[src/rtl/btn_pulse_debounce_if.sv]
// Button front-end bundle: raw button in, strobe/level/count out.
// master drives the raw button; slave is the debouncer side.
interface btn_pulse_debounce_if #(
    parameter int CNT_W = 8
);
    logic             btn_in;
    logic             ena_pulse;
    logic             btn_level;
    logic [CNT_W-1:0] pulse_count;

    modport master (
        output btn_in,
        input  ena_pulse,
        input  btn_level,
        input  pulse_count
    );

    modport slave (
        input  btn_in,
        output ena_pulse,
        output btn_level,
        output pulse_count
    );
endinterface

[src/rtl/btn_pulse_debounce.sv]
// Button synchroniser + debouncer emitting one enable strobe per press.
// Optional auto-repeat while held: define AUTOREPEAT_EN.
module btn_pulse_debounce #(
    parameter int DEBOUNCE_CYCLES = 4,
    parameter int REPEAT_DELAY    = 8,
    parameter int REPEAT_PERIOD   = 3,
    parameter int CNT_W           = 8
) (
    input  logic                 clk,
    input  logic                 reset,
    btn_pulse_debounce_if.slave  bus
);

    typedef enum logic [1:0] {
        IDLE,
        PRESS_CHK,
        HELD,
        RELEASE_CHK
    } state_e;

    localparam int DW = $clog2(DEBOUNCE_CYCLES) + 1;
    localparam logic [DW-1:0] DB_LAST = DW'(DEBOUNCE_CYCLES - 1);

    logic             s1_q;
    logic             btn_s_q;
    state_e           state_q, state_d;
    logic [DW-1:0]    db_cnt_q, db_cnt_d;
    logic             ena_q, ena_d;
    logic             level_q, level_d;
    logic [CNT_W-1:0] count_q, count_d;
    logic             enter_held;
    logic             hold_tick;

`ifdef AUTOREPEAT_EN
    localparam int RMAX = (REPEAT_DELAY > REPEAT_PERIOD) ?
                          REPEAT_DELAY : REPEAT_PERIOD;
    localparam int RW = $clog2(RMAX) + 1;
    localparam logic [RW-1:0] RPT_DLY = RW'(REPEAT_DELAY - 1);
    localparam logic [RW-1:0] RPT_PER = RW'(REPEAT_PERIOD - 1);

    logic [RW-1:0] rpt_q, rpt_d;
    logic          first_q, first_d;
`else
    logic unused_rpt;
    assign unused_rpt = ^{enter_held, hold_tick,
                          REPEAT_DELAY, REPEAT_PERIOD};
`endif

    always_comb begin
        state_d    = state_q;
        db_cnt_d   = db_cnt_q;
        ena_d      = 1'b0;
        level_d    = level_q;
        count_d    = count_q;
        enter_held = 1'b0;
        hold_tick  = 1'b0;
        unique case (state_q)
            IDLE: begin
                if (btn_s_q) begin
                    state_d  = PRESS_CHK;
                    db_cnt_d = '0;
                end
            end
            PRESS_CHK: begin
                if (!btn_s_q) begin
                    state_d = IDLE;
                end else if (db_cnt_q == DB_LAST) begin
                    state_d    = HELD;
                    level_d    = 1'b1;
                    ena_d      = 1'b1;
                    count_d    = count_q + 1'b1;
                    enter_held = 1'b1;
                end else begin
                    db_cnt_d = db_cnt_q + 1'b1;
                end
            end
            HELD: begin
                if (!btn_s_q) begin
                    state_d  = RELEASE_CHK;
                    db_cnt_d = '0;
                end else begin
                    hold_tick = 1'b1;
                end
            end
            RELEASE_CHK: begin
                if (btn_s_q) begin
                    state_d    = HELD;
                    enter_held = 1'b1;
                end else if (db_cnt_q == DB_LAST) begin
                    state_d = IDLE;
                    level_d = 1'b0;
                end else begin
                    db_cnt_d = db_cnt_q + 1'b1;
                end
            end
            default: state_d = IDLE;
        endcase

`ifdef AUTOREPEAT_EN
        rpt_d   = rpt_q;
        first_d = first_q;
        // Every entry to HELD restarts the initial delay.
        if (enter_held) begin
            rpt_d   = '0;
            first_d = 1'b0;
        end else if (hold_tick) begin
            if (!first_q && rpt_q == RPT_DLY) begin
                ena_d   = 1'b1;
                count_d = count_q + 1'b1;
                rpt_d   = '0;
                first_d = 1'b1;
            end else if (first_q && rpt_q == RPT_PER) begin
                ena_d   = 1'b1;
                count_d = count_q + 1'b1;
                rpt_d   = '0;
            end else begin
                rpt_d = rpt_q + 1'b1;
            end
        end
`endif
    end

    always_ff @(posedge clk or posedge reset) begin
        if (reset) begin
            s1_q     <= 1'b0;
            btn_s_q  <= 1'b0;
            state_q  <= IDLE;
            db_cnt_q <= '0;
            ena_q    <= 1'b0;
            level_q  <= 1'b0;
            count_q  <= '0;
        end else begin
            s1_q     <= bus.btn_in;
            btn_s_q  <= s1_q;
            state_q  <= state_d;
            db_cnt_q <= db_cnt_d;
            ena_q    <= ena_d;
            level_q  <= level_d;
            count_q  <= count_d;
        end
    end

`ifdef AUTOREPEAT_EN
    always_ff @(posedge clk or posedge reset) begin
        if (reset) begin
            rpt_q   <= '0;
            first_q <= 1'b0;
        end else begin
            rpt_q   <= rpt_d;
            first_q <= first_d;
        end
    end
`endif

    assign bus.ena_pulse   = ena_q;
    assign bus.btn_level   = level_q;
    assign bus.pulse_count = count_q;

endmodule

[src/flat_wrapper.sv]
// flat-port wrapper written by rule: the top's interface ports become plain ports
module btn_pulse_debounce_flat 
#(
    parameter int DEBOUNCE_CYCLES = 4,
    parameter int REPEAT_DELAY    = 8,
    parameter int REPEAT_PERIOD   = 3,
    parameter int CNT_W           = 8
)
  (clk, reset, bus_btn_in, bus_ena_pulse, bus_btn_level, bus_pulse_count);
  btn_pulse_debounce_if #(.CNT_W(CNT_W)) bus_i ();
  input  logic clk;
  input  logic reset;
  input wire logic [$bits(bus_i.btn_in)-1:0] bus_btn_in;
  output wire logic [$bits(bus_i.ena_pulse)-1:0] bus_ena_pulse;
  output wire logic [$bits(bus_i.btn_level)-1:0] bus_btn_level;
  output wire logic [$bits(bus_i.pulse_count)-1:0] bus_pulse_count;
  assign bus_i.btn_in = bus_btn_in;
  assign bus_ena_pulse = bus_i.ena_pulse;
  assign bus_btn_level = bus_i.btn_level;
  assign bus_pulse_count = bus_i.pulse_count;
  btn_pulse_debounce #(.DEBOUNCE_CYCLES(DEBOUNCE_CYCLES), .REPEAT_DELAY(REPEAT_DELAY), .REPEAT_PERIOD(REPEAT_PERIOD), .CNT_W(CNT_W)) u_core (.clk(clk), .reset(reset), .bus(bus_i));
endmodule
[config.mk]
export PLATFORM = sky130hd
export DESIGN_NAME = btn_pulse_debounce_flat
export DESIGN_NICKNAME = d
export VERILOG_FILES = /design/src/rtl/btn_pulse_debounce_if.sv /design/src/rtl/btn_pulse_debounce.sv /design/src/flat_wrapper.sv
export SDC_FILE = /design/constraint.sdc
export NUM_CORES = 1
export LEC_CHECK = 0
export ABC_AREA = 1
export CAP_MARGIN = 25
export CELL_PAD_IN_SITES_DETAIL_PLACEMENT = 0
export CELL_PAD_IN_SITES_GLOBAL_PLACEMENT = 1
export CORE_AREA = 2 2 48 50
export DETAILED_ROUTE_END_ITERATION = 7
export DIE_AREA = 0 0 50 52
export PLACE_DENSITY = 0.83
export SLEW_MARGIN = 20
export SYNTH_ARGS = -nofsm -noshare
export SYNTH_HDL_FRONTEND = slang
export SYNTH_SLANG_ARGS = --single-unit
export TNS_END_PERCENT = 50
[constraint.sdc]
create_clock -name clk -period 3.3 [get_ports clk]
set_clock_uncertainty 0.2 [all_clocks]
set_input_delay 0.66 -clock clk [delete_from_list [all_inputs] [get_ports clk]]
set_output_delay 0.66 -clock clk [all_outputs]
set_load 0.05 [all_outputs]
# --- Word level (Yosys, flattened, before mapping) ---
# Cells that the tools add are included.
word_totals:
  in_bits: 3
  word_cells: 48
  output_inout_bits: 10
  reg_bits: 17
classes:
  n_eq_ne: 12
  add_sub_neg: 2
  muxes: 21
  reduce_logical: 6
ops:
  columns: ["operator", "n"]
  rows:
  - ["$mux 3", 5]
  - ["$mux 2", 6]
  - ["$pmux 3 s4", 1]
  - ["$add 8x1->8 const B", 1]
  - ["$ne 2x1->1 const B", 4]
  - ["$pmux 2 s4", 1]
  - ["$reduce_and 4->1", 2]
  - ["$mux 1", 7]
  - ["$reduce_and 5->1", 1]
  - ["$eq 2x2->1 const B", 2]
  - ["$ne 2x2->1 const B", 2]
  - ["$add 3x1->3 const B", 1]
  - ["$eq 3x2->1 const B", 1]
  - ["$ne 3x1->1 const B", 1]
  - ["$ne 3x3->1 const B", 1]
  - ["$reduce_and 3->1", 1]
  - ["$eq 2x1->1 const B", 1]
  - ["$logic_not 2->1", 1]
  - ["$pmux 1 s2", 1]
  - ["$reduce_bool 2->1", 1]

# --- Logic depth before layout (Yosys ltp) ---
# Gate-level depths: netlist of the first run.
depth:
  depth_word: 4
  mapped_depth: 7
  depth_no_buf: 7

# --- Worst setup path after synthesis of the first run ---
# OpenSTA, ideal clock, no wires.
synth_timing:
  path_kind: "register -> register"
  startpoint: "register u_core.count_q[0], in the netlist u_core.bus.pulse_count[0]"
  endpoint: "register u_core.count_q[4], in the netlist u_core.bus.pulse_count[4]"
  n_path_buf: 0
  setup_time_ns: 0.120
  arrival_time_ns: 1.384
  period_less_slack_ns: 1.704
  path_slack_ns: 1.596
  required_ns: 2.980
  path_stages_with_launch: 7
  path_cell_list: "dfrtp_1 > ha_1 > inv_1 > nor3_4 > nand2_1 > nand2_1 > nand2_1"
synth_between:
  elab_chain_len: 1
synth_rtl:
  columns: ["element", "line", "source"]
  rows:
  - ["start, declared", "btn_pulse_debounce.sv:30", "logic [CNT_W-1:0] count_q, count_d;"]
  - ["start signal, assigned", "btn_pulse_debounce.sv:139", "count_q <= count_d;"]
  - ["$add 8x1->8", "btn_pulse_debounce.sv:71", "count_d = count_q + 1'b1;"]
# Every way passes these cells.
# A chain may end at the register's enable or synchronous reset.

# --- Worst setup path after layout of the first run ---
layout_timing:
  startpoint: "register u_core.count_q[0], in the netlist u_core.bus.pulse_count[0]"
  endpoint: "output port bus_pulse_count[0]"
layout_lines:
  columns: ["element", "line", "source"]
  rows:
  - ["end, declared", "flat_wrapper.sv:16", "output wire logic [$bits(bus_i.pulse_count)-1:0] bus_pulse_count;"]
# No word-level cell between the ends.

==> flow_metrics.env, run 1 <==
export IMPL_min_period_ns=2.43
export IMPL_drv_slew=0
export IMPL_worstPathCellList="clkdlybuf4s50_1"
export IMPL_final_setup_tns_ns=0
export IMPL_clkTransAtPathRegs_ns=0.09
export IMPL_fill_cells=200
export IMPL_crit_required_ns=2.44
export IMPL_power_mw=0.567
export IMPL_startpoint_type="register"
export IMPL_synth_distinct_cells=16
export IMPL_final_layout_size_suffix_gt1_share_pct=6.80
export IMPL_switching_share_pct=37.8
export IMPL_r2r_start="u_core.db_cnt_q[0]$_DFFE_PP0P_"
export IMPL_ys_warn_count=0
export IMPL_wirelength_mm=1.39
export IMPL_ys_ff_latch=17
export IMPL_status="complete, no violations"
export IMPL_crit_path_end_kind="output pin"
export IMPL_fp_dieArea_um2=2600
export IMPL_power_frac_comb_pct=31.1
export IMPL_cts_setup_buffers=0
export IMPL_rows=17
export IMPL_period_share_pct=73.7
export IMPL_overflow=0
export IMPL_ir_drop_v=0.000425
export IMPL_hp_start="u_core.s1_q$_DFF_PP0_"
export IMPL_coreArea_um2=2110
export IMPL_cts_tree="yes"
export IMPL_power_switching_mw=0.214
export IMPL_grt_pass1_wl_mm=2.50
export IMPL_grt_max_degree=18
export IMPL_gp_congestion=0.716
export IMPL_final_setup_viol_count=0
export IMPL_initial_core_util_pct=37.8
export IMPL_relSlewSlack_pct=58.4
export IMPL_rr_worst_depth=7
export IMPL_ys_seq_area_share_pct=53.4
export IMPL_syn_nets=94
export IMPL_crit_path_top_delay_cell="clkdlybuf4s50_1"
export IMPL_die_w_um=50
export IMPL_crit_path_max_fanout=6
export IMPL_p_seq_share_pct=50.3
export IMPL_cts_root_buf="clkbuf_4"
export IMPL_drt_pass1_iterations=4
export IMPL_r2r_end="u_core.bus.pulse_count[7]$_DFFE_PP0P_"
export IMPL_cpPeakStageDelay_ns=0.84
export IMPL_fmax_mhz=411
export IMPL_hold_buffers=0
export IMPL_grt_pass1_vias=558
export IMPL_dpl_hpwl_mm=1.09
export IMPL_rrSetupSlack_ns=1.62
export IMPL_wire_per_inst_um=10.6
export IMPL_tightestPinTransition_ns=0.624
export IMPL_antenna_found_initial=0
export IMPL_p_int_mw=0.352
export IMPL_clkPwrFrac_pct=18.6
export IMPL_cts_buffer_depth=2
export IMPL_fin_nets=111
export IMPL_min_to="u_core.btn_s_q$_DFF_PP0_"
export IMPL_worst_path_buf_inv=1
export IMPL_vias_per_cell=4.64
export IMPL_final_util_pct=46.5
export IMPL_hold_path_class="register to register"
export IMPL_netlist_area_um2=797
export IMPL_crit_type="register to output pin"
export IMPL_grt_setup_unrepaired="no"
export IMPL_grt_use_total_pct=12.6
export IMPL_ctsResizeCount=0
export IMPL_maxCapViolations=0
export IMPL_finalHoldViolCount=0
export IMPL_n_antenna_cell=0
export IMPL_io_pin_count=13
export IMPL_power_leakage_nw=0.498
export IMPL_cts_inserted_buffers=3
export IMPL_port_buffers=12
export IMPL_synth_avg_cell_area_um2=9.16
export IMPL_arrival_ns=1.57
export IMPL_drtIter0Drc=10
export IMPL_drc_errors=0
export IMPL_area_delta_synth_final_pct=22.8
export IMPL_critPathTopFamily="buffers and inverters"
export IMPL_die_h_um=52
export IMPL_cts_sinks=17
export IMPL_clk_latency_ns=0.28
export IMPL_power_density_nw_per_um2=579
export IMPL_htreeDepth=1
export IMPL_hold_depth=0
export IMPL_via_count=608
export IMPL_syn_inst=87
export IMPL_ant_nets=0
-- metal layers --
metal,share of wire (%),vias up,GRT usage [%]
met5,0,-,0
met4,1.8,0,5.56
met3,3.5,5,2.01
met2,47,11,20.2
met1,48,284,16.9
li1,-,308,-
-- kinds of logic (layout without fill, tap and decap cells) --
group / Yosys count / after routing / share of synthesized area (%)
adder cells (fa/ha/maj): 4 / 4 / 6.28
AO/OA/AOI/OAI: 7 / 7 / 4.40
AND/OR/NAND/NOR: 45 / 45 / 27.5
flip-flops: 17 / 17 / 53.4
buffers and inverters: 11 / 27 / 5.18
XOR/XNOR: 3 / 3 / 3.30
-- worst max-delay path by stage --
stage                                                  endpoint                                   from  cells past startpoint
final                                        bus_pulse_count[0]  u_core.bus.pulse_count[0]$_DFFE_PP0P_                      1
after global routing                         bus_pulse_count[0]  u_core.bus.pulse_count[0]$_DFFE_PP0P_                      1
after CTS                                    bus_pulse_count[0]  u_core.bus.pulse_count[0]$_DFFE_PP0P_                      1
after detailed placement                     bus_pulse_count[0]  u_core.bus.pulse_count[0]$_DFFE_PP0P_                      1
after global placement                       bus_pulse_count[0]  u_core.bus.pulse_count[0]$_DFFE_PP0P_                      1
after floorplan           u_core.bus.pulse_count[4]$_DFFE_PP0P_  u_core.bus.pulse_count[0]$_DFFE_PP0P_                      6
-- registers in the layout, summed over array words and instances (netlist names), named ones only --
signal	cells
u_core.btn_s_q	1
u_core.db_cnt_q	3
u_core.s1_q	1
u_core.bus.btn_level	1
u_core.bus.ena_pulse	1
u_core.state_q	1
u_core.bus.pulse_count	8
-- placed cells by master (no fill, tap or decap) --
cell type	count
a21oi_1	1
clkbuf_1	1
clkbuf_4	3
clkdlybuf4s50_1	12
dfrtp_1	17
ha_1	4
inv_1	11
nand2_1	31
nand2_4	1
nand3_1	3
nand3b_1	2
nand4_1	3
nor2_1	1
nor2_2	1
nor2_4	1
nor3_1	1
nor3_4	1
o21ai_0	6
xor2_1	3
-- cells in the mapped netlist (all sizes together) --
master | count | area (µm²)
nand3 | 3 | 15.0
o21ai | 6 | 30.0
dfrtp | 17 | 425
nand4 | 3 | 18.8
nor3 | 2 | 21.3
ha | 4 | 50.1
xor2 | 3 | 26.3
nor2 | 3 | 21.3
nand3b | 2 | 15.0
a21oi | 1 | 5.00
inv | 11 | 41.3
nand2 | 32 | 128
-- area by class of cell --
cell class | count | area [µm²] | share of cell area, %
Tap cell | 28 | 35.0 | 3.58
Inverter | 11 | 41.3 | 4.22
Timing Repair Buffer | 12 | 120 | 12.3
Sequential cell | 17 | 425 | 43.5
Clock buffer | 4 | 26.3 | 2.69
Multi-Input combinational cell | 59 | 330 | 33.8
-- power groups by stage --
stage          clock [mW]  sequential, mW  combinational, mW
6_report            0.106           0.285              0.176
5_1_grt             0.119           0.293              0.198
4_1_cts             0.109           0.286              0.179
3_5_place_dp            0           0.290              0.178
3_3_place_gp            0           0.287              0.173
2_1_floorplan           0           0.332             0.0781
-- per-stage QoR --
stage,instances,instance area (µm²),setup slack (ns),hold slack (ns)
final,131,978,0.868,0.168
after global routing,131,978,0.806,0.177
after CTS,131,978,0.860,0.169
after detailed placement,127,952,1.19,0.138
after global placement,127,952,1.19,0.134
after floorplan,87,797,1.60,0.131
No activity file was read; power rests on OpenSTA's default activity.
==> inputs of run 2 (changes only) <==
--- a/config.mk
+++ b/config.mk
@@ -9,10 +9,10 @@
 export CAP_MARGIN = 25
 export CELL_PAD_IN_SITES_DETAIL_PLACEMENT = 0
 export CELL_PAD_IN_SITES_GLOBAL_PLACEMENT = 1
-export CORE_AREA = 2 2 48 50
+export CORE_AREA = 2 2 52 54
 export DETAILED_ROUTE_END_ITERATION = 7
-export DIE_AREA = 0 0 50 52
-export PLACE_DENSITY = 0.83
+export DIE_AREA = 0 0 54 56
+export PLACE_DENSITY = 0.76
 export SLEW_MARGIN = 20
 export SYNTH_ARGS = -nofsm -noshare
 export SYNTH_HDL_FRONTEND = slang
==> constraint.sdc (replaced) <==
create_clock -name clk -period 2.1 [get_ports clk]
set_clock_uncertainty 0.2 [all_clocks]
set_input_delay 0.42 -clock clk [delete_from_list [all_inputs] [get_ports clk]]
set_output_delay 0.42 -clock clk [all_outputs]
set_load 0.05 [all_outputs]
==> run 2 against run 1 <==
Effect of this change: power grew 59%; routed wire length grew 6.2%; worst setup slack lost 0.43 ns; first-iteration DRC count is the same; sequential share of layout area grew 0.68 points; largest cell class unchanged; critical path type is now register to register; die area grew 16%; core utilization shrank 6.9 points; global-route usage shrank 0.47 points; critical endpoint is now u_core.bus.pulse_count[7]$_DFFE_PP0P_; sequential power grew 59%; combinational power grew 53%; non-clock buffer count grew 1.
==> flow_metrics.env, run 2 (same netlist as run 1, synthesis figures left out) <==
export IMPL_status="complete, no violations"
export IMPL_wire_per_inst_um=11.0
export IMPL_drt_pass1_iterations=4
export IMPL_ant_nets=0
export IMPL_startpoint_type="register"
export IMPL_via_count=595
export IMPL_fp_dieArea_um2=3020
export IMPL_hold_buffers=0
export IMPL_coreArea_um2=2430
export IMPL_largest_reg_flops=8
export IMPL_vias_per_cell=4.44
export IMPL_final_setup_tns_ns=0
export IMPL_maxCapViolations=0
export IMPL_dpl_hpwl_mm=1.12
export IMPL_clk_latency_ns=0.30
export IMPL_cts_tree="yes"
export IMPL_tightestPinTransition_ns=0.311
export IMPL_fmax_mhz=603
export IMPL_final_cells=134
export IMPL_final_layout_size_suffix_gt1_share_pct=17.3
export IMPL_crit_type="register to register"
export IMPL_relSlewSlack_pct=79.1
export IMPL_wirelength_mm=1.47
export IMPL_power_switching_mw=0.355
export IMPL_drv_slew=0
export IMPL_io_pin_count=13
export IMPL_p_seq_share_pct=50.2
export IMPL_arrival_ns=1.65
export IMPL_cts_sinks=17
export IMPL_rrSetupSlack_ns=0.44
export IMPL_cts_root_buf="clkbuf_4"
export IMPL_drc_errors=0
export IMPL_overflow=0
export IMPL_finalHoldViolCount=0
export IMPL_htreeDepth=1
export IMPL_crit_path_max_fanout=3
export IMPL_initial_core_util_pct=32.8
export IMPL_dp_cells=130
export IMPL_power_leakage_nw=0.522
export IMPL_area_delta_synth_final_pct=20.9
export IMPL_hold_path_class="register to register"
export IMPL_port_buffers=12
export IMPL_n_antenna_cell=0
export IMPL_regArea_um2=425
export IMPL_clkPwrFrac_pct=19.9
export IMPL_rows=18
export IMPL_grt_pass1_vias=604
export IMPL_final_setup_viol_count=0
export IMPL_grt_max_degree=18
export IMPL_mostFrequentLayoutCells="nand2_1 (31), dfrtp_1 (17), inv_1 (11), buf_4 (11), o21ai_0 (6)"
export IMPL_final_util_pct=39.6
export IMPL_ir_drop_v=0.000500
export IMPL_cts_inserted_buffers=3
export IMPL_switching_share_pct=39.4
export IMPL_layout_commonest_cell="nand2_1"
export IMPL_clkTransAtPathRegs_ns=0.09
export IMPL_fin_nets=112
export IMPL_grt_use_total_pct=12.2
export IMPL_crit_required_ns=2.09
export IMPL_gp_congestion=0.815
export IMPL_cts_buffer_depth=2
export IMPL_power_mw=0.900
export IMPL_drtIter0Drc=10
export IMPL_power_density_nw_per_um2=935
export IMPL_power_frac_comb_pct=29.8
export IMPL_antenna_found_initial=0
export IMPL_crit_path_end_kind="register"
export IMPL_ctsResizeCount=0
export IMPL_die_h_um=56
export IMPL_p_int_mw=0.545
export IMPL_grt_pass1_wl_mm=2.66
export IMPL_min_period_ns=1.66
export IMPL_grt_setup_unrepaired="no"
export IMPL_fill_cells=260
export IMPL_period_share_pct=79.0
export IMPL_die_w_um=54
export IMPL_multi_input_area_um2=330
export IMPL_cts_setup_buffers=0
run 2: worst max-delay path, cell delays in order, from the launching register on:
cell and delay, ns:
dfrtp_1 0.37, ha_1 0.18, ha_1 0.22, nand4_1 0.21
nor2_2 0.21, nand2_1 0.07, nand2_1 0.06, nand2_1 0.04
run 2: final cells by class:
cell class	instances	share of cell area (%)
multi-input combinational	59	34.3
inverter	11	4.29
clock buffer	4	2.73
timing repair buffer	13	10.6
sequential	17	44.2
tap	30	3.90
run 2: power groups by stage:
stage / combinational [mW] / sequential, mW / clock (mW)
global placement: 0.268 / 0.458 / 0
finish: 0.269 / 0.452 / 0.179
detailed placement: 0.275 / 0.459 / 0
CTS: 0.275 / 0.453 / 0.187
floorplan: 0.123 / 0.522 / 0
global route: 0.303 / 0.464 / 0.202
run 2: through the flow:
| step | instance area (µm²) | hold WS, ns | worst slack, ns |
|---|---|---|---|
| final | 963 | 0.162 | 0.440 |
| after global routing | 963 | 0.182 | 0.294 |
| after CTS | 963 | 0.166 | 0.417 |
| after detailed placement | 937 | 0.144 | 0.427 |
| after global placement | 937 | 0.136 | 0.473 |
| after floorplan | 797 | 0.131 | 0.396 |
run 2: worst paths after layout:
kind,start,to,depth (start not counted)
max in group asynchronous,reset,u_core.db_cnt_q[0]$_DFFE_PP0P_,3
hold reg to reg,u_core.s1_q$_DFF_PP0_,u_core.btn_s_q$_DFF_PP0_,0
setup reg to reg,u_core.db_cnt_q[0]$_DFFE_PP0P_,u_core.bus.pulse_count[7]$_DFFE_PP0P_,7
min in group asynchronous,reset,u_core.bus.pulse_count[1]$_DFFE_PP0P_,3
hold / removal,u_core.s1_q$_DFF_PP0_,u_core.btn_s_q$_DFF_PP0_,0
setup / recovery,u_core.db_cnt_q[0]$_DFFE_PP0P_,u_core.bus.pulse_count[7]$_DFFE_PP0P_,7
run 2: layer usage:
metal  global-route usage (%)  routed length [µm]  up-vias
met3                     3.49                  68        4
met1                     15.9                 678      270
li1                         -                   -      308
met4                     6.43                  26        0
met2                     17.8                 700       13
met5                        0                   0        -
==> inputs of run 3 (changes only) <==
==> constraint.sdc (replaced) <==
create_clock -name clk -period 1.35 [get_ports clk]
set_clock_uncertainty 0.2 [all_clocks]
set_input_delay 0.27 -clock clk [delete_from_list [all_inputs] [get_ports clk]]
set_output_delay 0.27 -clock clk [all_outputs]
set_load 0.05 [all_outputs]
==> run 3 against run 2 <==
Effect of this change: the flow now finishes with violations (negative setup slack); sequential power up 54%; global-route usage up 0.65 points; register-to-register slack worse by 0.59 ns; critical path type unchanged; fmax up 11%.
==> flow_metrics.env, run 3 (same netlist as run 1, synthesis figures left out) <==
export IMPL_status="complete, but fails checks"
export IMPL_violations="negative setup slack"
export IMPL_r2r_start="u_core.db_cnt_q[0]$_DFFE_PP0P_"
export IMPL_cts_sinks=17
export IMPL_cts_root_buf="clkbuf_4"
export IMPL_port_buffers=12
export IMPL_cts_buffer_depth=2
export IMPL_mostFrequentLayoutCells="nand2_1 (26), buf_4 (17), dfrtp_1 (13), buf_12 (10), inv_1 (9)"
export IMPL_crit_type="register to register"
export IMPL_grt_max_degree=18
export IMPL_grt_pass1_vias=653
export IMPL_relSlewSlack_pct=79.0
export IMPL_hold_path_class="input port to asynchronous set/reset pin"
export IMPL_drtIter0Drc=14
export IMPL_htreeDepth=1
export IMPL_final_layout_size_suffix_gt1_share_pct=44.0
export IMPL_drt_pass1_iterations=4
export IMPL_die_w_um=54
export IMPL_wire_per_inst_um=10.8
export IMPL_ir_drop_v=0.00118
export IMPL_ant_nets=0
export IMPL_rr_worst_depth=7
export IMPL_layout_commonest_cell="nand2_1"
export IMPL_finalHoldViolCount=0
export IMPL_crit_required_ns=1.34
export IMPL_initial_core_util_pct=32.8
export IMPL_arrival_ns=1.49
export IMPL_cts_inserted_buffers=3
export IMPL_fmax_mhz=668
export IMPL_drc_errors=0
export IMPL_dpl_hpwl_mm=1.17
export IMPL_power_leakage_nw=0.673
export IMPL_r2r_end="u_core.bus.pulse_count[4]$_DFFE_PP0P_"
export IMPL_min_period_ns=1.50
export IMPL_overflow=0
export IMPL_grt_use_total_pct=12.8
export IMPL_coreArea_um2=2430
export IMPL_rrSetupSlack_ns=-0.15
export IMPL_drv_slew=0
export IMPL_grt_setup_unrepaired="yes"
export IMPL_n_antenna_cell=0
export IMPL_gp_congestion=0.772
export IMPL_via_count=694
export IMPL_cts_tree="yes"
export IMPL_final_setup_viol_count=21
export IMPL_io_pin_count=13
export IMPL_fin_nets=133
export IMPL_vias_per_cell=4.48
export IMPL_antenna_found_initial=0
export IMPL_period_share_pct=111
export IMPL_fp_dieArea_um2=3020
export IMPL_largest_reg_flops=8
export IMPL_finalWorstSetupSlack_ns=-0.147
export IMPL_hold_buffers=0
export IMPL_grt_pass1_wl_mm=2.87
export IMPL_wirelength_mm=1.67
export IMPL_crit_path_end_kind="register"
export IMPL_power_mw=1.82
export IMPL_rows=18
export IMPL_crit_path_max_fanout=4
export IMPL_clkTransAtPathRegs_ns=0.10
export IMPL_power_density_nw_per_um2=1360
export IMPL_tightestPinTransition_ns=0.312
export IMPL_fill_cells=225
export IMPL_die_h_um=56
export IMPL_clk_latency_ns=0.29
export IMPL_maxCapViolations=0
export IMPL_startpoint_type="register"
export IMPL_final_util_pct=55.2
export IMPL_area_delta_synth_final_pct=68.6
## run 3: cell count changes in the layout (fill, tap and decap cells not counted), sizes merged
cell and delta:
clkbuf -1, buf +21, clkinv +1
## run 3: worst max-delay path, stage by stage, from the launching register on
cell	delay (ns)
dfrtp_1	0.40
ha_4	0.17
ha_4	0.14
nand2_4	0.07
nor3_4	0.24
nand2_1	0.08
nand2_1	0.06
nand2_1	0.04
## run 3: layout make-up
type | count | area, µm² | area share, %
sequential | 17 | 430 | 32.0
timing repair buffer | 34 | 404 | 30.1
multi-input combinational | 59 | 403 | 30.0
inverter | 11 | 41.3 | 3.07
tap | 30 | 37.5 | 2.79
clock buffer | 3 | 22.5 | 1.68
clock inverter | 1 | 5.00 | 0.372
## run 3: layer usage
metal  share of wire, %  wire (µm)  GRT usage [%]  vias up
met5                  0          0              0        -
met4                1.4         23           5.36        0
met3                2.9         49           1.61        4
met2                 48        805           19.9       13
met1                 47        788           17.7      320
li1                   -          -              -      357
## run 3: where the power goes
| part | internal, mW | switching, mW |
|---|---|---|
| logic | 0.437 | 0.420 |
| clock network | 0.110 | 0.161 |
| registers | 0.607 | 0.0871 |
| total | 1.15 | 0.668 |
## run 3: repair_timing
action / CTS / global route
setup endpoints to repair: 23 / 24
pin swaps: 4 / 4
gates resized for setup: 10 / 9
setup buffers: 8 / 1
endpoints found under the hold margin: 0 / 0
## run 3: worst max path at each step
| stage | startpoint | endpoint | slack [ns] | cells past startpoint |
|---|---|---|---|---|
| floorplan | u_core.db_cnt_q[0]$_DFFE_PP0P_ | u_core.bus.pulse_count[4]$_DFFE_PP0P_ | -0.12 | 7 |
| global placement | u_core.db_cnt_q[1]$_DFFE_PP0P_ | u_core.bus.pulse_count[4]$_DFFE_PP0P_ | -0.14 | 7 |
| detailed placement | u_core.db_cnt_q[1]$_DFFE_PP0P_ | u_core.bus.pulse_count[4]$_DFFE_PP0P_ | -0.19 | 7 |
| CTS | u_core.db_cnt_q[0]$_DFFE_PP0P_ | u_core.bus.pulse_count[4]$_DFFE_PP0P_ | -0.15 | 7 |
| global route | u_core.db_cnt_q[0]$_DFFE_PP0P_ | u_core.bus.pulse_count[4]$_DFFE_PP0P_ | -0.24 | 7 |
| finish | u_core.db_cnt_q[0]$_DFFE_PP0P_ | u_core.bus.pulse_count[4]$_DFFE_PP0P_ | -0.15 | 7 |
## run 3: metrics by stage
stage                     TNS, ns  instances  instance area (µm²)  setup WS (ns)  hold WS (ns)
final                       -1.36        155                 1340         -0.147        0.0845
after global routing        -2.81        155                 1340         -0.244         0.100
after CTS                   -1.54        154                 1310         -0.151        0.0846
after detailed placement    -1.20        143                 1190         -0.185         0.144
after global placement     -0.741        143                 1190         -0.139         0.135
after floorplan            -0.482         87                  830         -0.117      -0.00421
